[config.mk]
export PLATFORM = sky130hd
export DESIGN_NAME = seed_ram_wb_arbiter
export DESIGN_NICKNAME = d
export VERILOG_FILES = /design/src/rtl/seed_ram_wb_arbiter.sv
export SDC_FILE = /design/constraint.sdc
export NUM_CORES = 1
export LEC_CHECK = 0
export CORE_AREA = 2 2 167 169
export DETAILED_ROUTE_END_ITERATION = 12
export DIE_AREA = 0 0 169 171
export GPL_TIMING_DRIVEN = 1
export SLEW_MARGIN = 20
export SYNTH_ARGS = -nofsm -noshare
export SYNTH_HDL_FRONTEND = slang
export SYNTH_SLANG_ARGS = --single-unit
[constraint.sdc]
create_clock -name clk -period 2.3 [get_ports clk]
set_input_delay 0.69 -clock clk [delete_from_list [all_inputs] [get_ports clk]]
set_output_delay 0.69 -clock clk [all_outputs]
set_load 0.05 [all_outputs]
[src/rtl/seed_ram_wb_arbiter.sv]
// seed_ram_wb_arbiter: shares the seed RAM Wishbone slave between three masters
// (M0 fixed priority, M1/M2 round-robin), with a per-transfer abort watchdog.
module seed_ram_wb_arbiter #(
    parameter int dw  = 32,
    parameter int aw  = 32,
    parameter int TMO = 16
) (
    input  logic          clk,
    input  logic          rst,
    input  logic          m0_cyc_i,
    input  logic          m0_stb_i,
    input  logic          m0_we_i,
    input  logic [3:0]    m0_sel_i,
    input  logic [aw-1:0] m0_adr_i,
    input  logic [dw-1:0] m0_dat_i,
    output logic [dw-1:0] m0_dat_o,
    output logic          m0_ack_o,
    output logic          m0_err_o,
    input  logic          m1_cyc_i,
    input  logic          m1_stb_i,
    input  logic          m1_we_i,
    input  logic [3:0]    m1_sel_i,
    input  logic [aw-1:0] m1_adr_i,
    input  logic [dw-1:0] m1_dat_i,
    output logic [dw-1:0] m1_dat_o,
    output logic          m1_ack_o,
    output logic          m1_err_o,
    input  logic          m2_cyc_i,
    input  logic          m2_stb_i,
    input  logic          m2_we_i,
    input  logic [3:0]    m2_sel_i,
    input  logic [aw-1:0] m2_adr_i,
    input  logic [dw-1:0] m2_dat_i,
    output logic [dw-1:0] m2_dat_o,
    output logic          m2_ack_o,
    output logic          m2_err_o,
    output logic          s_cyc_o,
    output logic          s_stb_o,
    output logic          s_we_o,
    output logic [3:0]    s_sel_o,
    output logic [aw-1:0] s_adr_o,
    output logic [dw-1:0] s_dat_o,
    input  logic [dw-1:0] s_dat_i,
    input  logic          s_ack_i,
    input  logic          s_err_i,
    output logic [1:0]    gnt_o,
    output logic          tmo_o
);
    localparam int cw = (TMO > 2) ? $clog2(TMO) : 1;
    localparam logic [cw-1:0] WD_MAX = cw'(TMO - 1);
    localparam logic [1:0] IDLE = 2'd0, OWN = 2'd1, ABORT = 2'd2;

    logic [1:0]    state_q, state_d, gnt_q, gnt_d;
    logic          last_q, last_d;
    logic [cw-1:0] wd_q, wd_d;
    logic          tmo_q, tmo_d;
    logic          none, own, own_cyc, own_stb, fwd_ack, fwd_err, stall;

    assign none    = gnt_q == 2'd3;
    assign own     = state_q == OWN;
    assign own_cyc = !none && (gnt_q[1] ? m2_cyc_i : gnt_q[0] ? m1_cyc_i : m0_cyc_i);
    assign own_stb = !none && (gnt_q[1] ? m2_stb_i : gnt_q[0] ? m1_stb_i : m0_stb_i);
    assign s_cyc_o = own && own_cyc;
    assign s_stb_o = own && own_stb;
    assign s_we_o  = !none && (gnt_q[1] ? m2_we_i : gnt_q[0] ? m1_we_i : m0_we_i);
    assign s_sel_o = none ? '0 : gnt_q[1] ? m2_sel_i : gnt_q[0] ? m1_sel_i : m0_sel_i;
    assign s_adr_o = none ? '0 : gnt_q[1] ? m2_adr_i : gnt_q[0] ? m1_adr_i : m0_adr_i;
    assign s_dat_o = none ? '0 : gnt_q[1] ? m2_dat_i : gnt_q[0] ? m1_dat_i : m0_dat_i;

    // Slave responses reach the owner only while in OWN; late ones during ABORT are dropped.
    assign fwd_ack  = own && s_ack_i;
    assign fwd_err  = (own && s_err_i) || tmo_q;
    assign m0_ack_o = fwd_ack && gnt_q == 2'd0;
    assign m1_ack_o = fwd_ack && gnt_q == 2'd1;
    assign m2_ack_o = fwd_ack && gnt_q == 2'd2;
    assign m0_err_o = fwd_err && gnt_q == 2'd0;
    assign m1_err_o = fwd_err && gnt_q == 2'd1;
    assign m2_err_o = fwd_err && gnt_q == 2'd2;
    assign m0_dat_o = s_dat_i;
    assign m1_dat_o = s_dat_i;
    assign m2_dat_o = s_dat_i;
    assign gnt_o    = gnt_q;
    assign tmo_o    = tmo_q;
    assign stall    = s_stb_o && !s_ack_i && !s_err_i;

    always_comb begin
        state_d = state_q;
        gnt_d   = gnt_q;
        last_d  = last_q;
        wd_d    = '0;
        tmo_d   = 1'b0;
        case (state_q)
            IDLE: if (m0_cyc_i || m1_cyc_i || m2_cyc_i) begin
                state_d = OWN;
                gnt_d   = m0_cyc_i ? 2'd0 : (m1_cyc_i && (!m2_cyc_i || last_q)) ? 2'd1 : 2'd2;
            end
            OWN: if (!own_cyc) begin
                state_d = IDLE;
                gnt_d   = 2'd3;
                last_d  = (gnt_q == 2'd0) ? last_q : gnt_q[1];
            end else if (stall) begin
                state_d = (wd_q == WD_MAX) ? ABORT : OWN;
                tmo_d   = wd_q == WD_MAX;
                wd_d    = (wd_q == WD_MAX) ? '0 : wd_q + 1'b1;
            end
            default: if (!own_cyc) begin
                state_d = IDLE;
                gnt_d   = 2'd3;
            end
        endcase
    end

    // last_q=1 means M2 was served last, so M1 wins the first tie after reset.
    always_ff @(posedge clk or posedge rst) begin
        if (rst) begin
            state_q <= IDLE;
            gnt_q   <= 2'd3;
            last_q  <= 1'b1;
            wd_q    <= '0;
            tmo_q   <= 1'b0;
        end else begin
            state_q <= state_d;
            gnt_q   <= gnt_d;
            last_q  <= last_d;
            wd_q    <= wd_d;
            tmo_q   <= tmo_d;
        end
    end
endmodule

==> out/metrics.yaml <==
clock_network:
  clkTransAtPathRegs_ns: 0.04
  numCtsBuffers: 3
  cts_root_buf: "clkbuf_16"
  clockBufferDepth: 2
  hold_buffers: 0
  clkLatencyLatePin_ns: 0.23
  cts_tree: "built"
  cts_sinks: 10
  htree_num_levels: 1
drt:
  wl_met3_um: 1656
  firstDrtPassIters: 4
  wl_per_cell_um: 15.98
  route.vias.total: 3668
  via_per_inst: 3.731
  wl_um: 15710
  drtIter0Drc: 42
  drc: 0
  ant_nets: 0
  met2WireLength_um: 8023
  top_layer_used: "met4"
  drt-met1-wl_um: 5943
power:
  ir_drop_mv: 0.6283
  leakage_nw: 3.202
  powerDensity_nw_per_um2: 1512
logic_synthesis:
  avgSynthCellArea_um2: 7.047
  ys_seq_area_frac: 0.09010
  synthCells: 400
  synth_top_area_frac: 0.2716
  synth_area_um2: 2819
  netlist_top_cells_count: "102 x buf_4, 75 x o21ai_0, 72 x nand2_1"
  synth.net_count: 650
  yosys_register_bits: 10
  synth-edff-count: 0
  synth_flop_cell: "dfrtp_1"
  synthMostInstantiatedCell: "buf_4"
  synth_area_leaders: "buf_4 27%, mux2i_1 25%, o21ai_0 13%"
  synthArstFlopShare: 1.000
  yosysWarnings: 0
  synth_area_leader_cell: "buf_4"
  yosysUniqueCellTypes: 33
layout:
  antenna-diode-count: 0
  final_layout_size_suffix_gt1_frac: 0.4929
  area_growth_pct: 183.7
  num-nets-final: 888
setup_path:
  timing.rr.end: "wd_q[3]"
  critical_path_required_ns: 1.61
  reg2reg_from: "gnt_o[1]"
  worst_ep_arrival_time_ns: 1.80
  critPathKind: "reg -> out"
  start_kind: "register"
  r2r_slack_ns: 0.56
  rr_worst_depth: 7
  worstSetupEndpointType: "output pin"
  cp_max_fo: 8
sta:
  tns_ns: -10.29
  finalCriticalPeriod_ns: 2.494
  tightest_slew_ns: 0.4942
  hold_violations: 0
  finalCritPeriodShare: 1.084
  fin_skew_ns: 0.0005343
  slew_headroom: 0.6695
  slew_violations: 0
  setup_viol: 77
  fin_ws_ns: -0.1940
  fmax_mhz: 401.0
  rsz0062_at_grt: "yes"
worst_hold_path:
  hold_start: "wd_q[0]"
  hold_path_end: "wd_q[0]"
  hp-class: "reg -> reg"
  hold-path-cell-count: 1
global_route:
  grt_pass1_wl_um: 21080
  antenna_found_initial: 0
  grt_usage: 0.09519
  grt_max_degree: 43
  grt-ovfl-total: 0
  grt_pass1_vias: 3577
job:
  drv_cap: 0
place:
  port_buffers: 296
  gp_congestion: 0.7064
  place_ws_ns: -0.3421
  dp_hpwl_um: 12280
floorplan:
  core_um2: 27320
  rows: 61
  die_area_um2: 28900
  die_x_um: 169
  fp.dieH_um: 171
  start_util: 0.1032
  io_pins: 425
run_status:
  status: "complete, but fails checks"
  violations: "negative setup slack"
where the power goes:
part,internal [mW],switching (mW)
clock network,0.261,0.0779
registers,0.250,0.0628
logic,5.53,5.91
critical path, cell delays in order (launching register included):
cell	delay [ns]
dfstp_4	0.66
buf_6	0.12
nor2b_4	0.04
buf_12	0.13
buf_12	0.14
buf_12	0.15
nand2_2	0.09
o21ai_4	0.06
buf_12	0.16
layer usage:
layer	up-vias	GRT usage
met2	254	0.1723
met5	-	0
met3	11	0.03424
met1	1646	0.1113
li1	1757	-
met4	0	0.009662
flip-flops by register name (all words and copies together) (netlist names):
| signal | cells |
|---|---|
| wd_q | 4 |
| gnt_o | 2 |
| last_q | 1 |
| tmo_o | 1 |
| state_q | 2 |
final cells by class:
class                           instances  area, um2
Multi-Input combinational cell        265       2739
Tap cell                              346      432.9
Clock buffer                            4      88.84
Sequential cell                        10      261.5
Fill cell                            2825      19330
Timing Repair Buffer                  355       4463
Inverter                                3      11.26
worst max-delay path by stage:
stage                  start          end  slack (ns)  cells after the start
floorplan           gnt_o[1]     m0_ack_o       -0.16                      4
global placement    m0_stb_i      s_stb_o       -0.36                      5
detailed placement  m0_stb_i      s_stb_o       -0.34                      5
CTS                 gnt_o[0]  s_dat_o[10]       -0.20                      8
global route        gnt_o[0]  s_dat_o[10]       -0.25                      8
finish              gnt_o[0]  s_dat_o[10]       -0.19                      8
logic make-up after synthesis:
family / after synthesis / share of synthesized area
buf+inv: 125 / 0.3103
simple gates: 102 / 0.1602
compound gates: 91 / 0.1833
mux: 70 / 0.2486
flops: 10 / 0.09010
xor+xnor: 1 / 0.003108
fa+ha+maj: 1 / 0.004438
timing repair:
item                                    in CTS  in global routing
gates resized for setup                     87                 86
hold endpoints to repair                     0                  0
gates cloned                                 3                  1
endpoints found under the setup margin      77                 77
setup buffers                               13                  5
pin swaps                                    5                 15
stage by stage:
step / power (mW) / hold slack, ns / utilization / area [um2] / std cells
5_1_grt: 12.59 / 0.5169 / 0.2927 / 7996 / 983
4_1_cts: 11.57 / 0.5004 / 0.2750 / 7513 / 977
3_3_place_gp: 10.23 / 0.4862 / 0.2532 / 6918 / 959
2_1_floorplan: 5.944 / 0.4615 / - / 3226 / 400
3_5_place_dp: 10.26 / 0.4902 / 0.2532 / 6918 / 959
6_report: 12.09 / 0.4965 / 0.2927 / 7996 / 983
cells in the final DEF, fill, tap and decap left out, drive strengths merged, types with 4 or more instances in the layout:
| master | n |
|---|---|
| a31oi | 4 |
| clkdlybuf4s50 | 213 |
| nand2 | 72 |
| buf | 137 |
| a21oi | 5 |
| mux2i | 70 |
| clkbuf | 5 |
| nor2 | 10 |
| o21ai | 76 |
| dfrtp | 7 |
| dlygate4sd2 | 4 |
No activity file was read; power rests on OpenSTA's default activity.
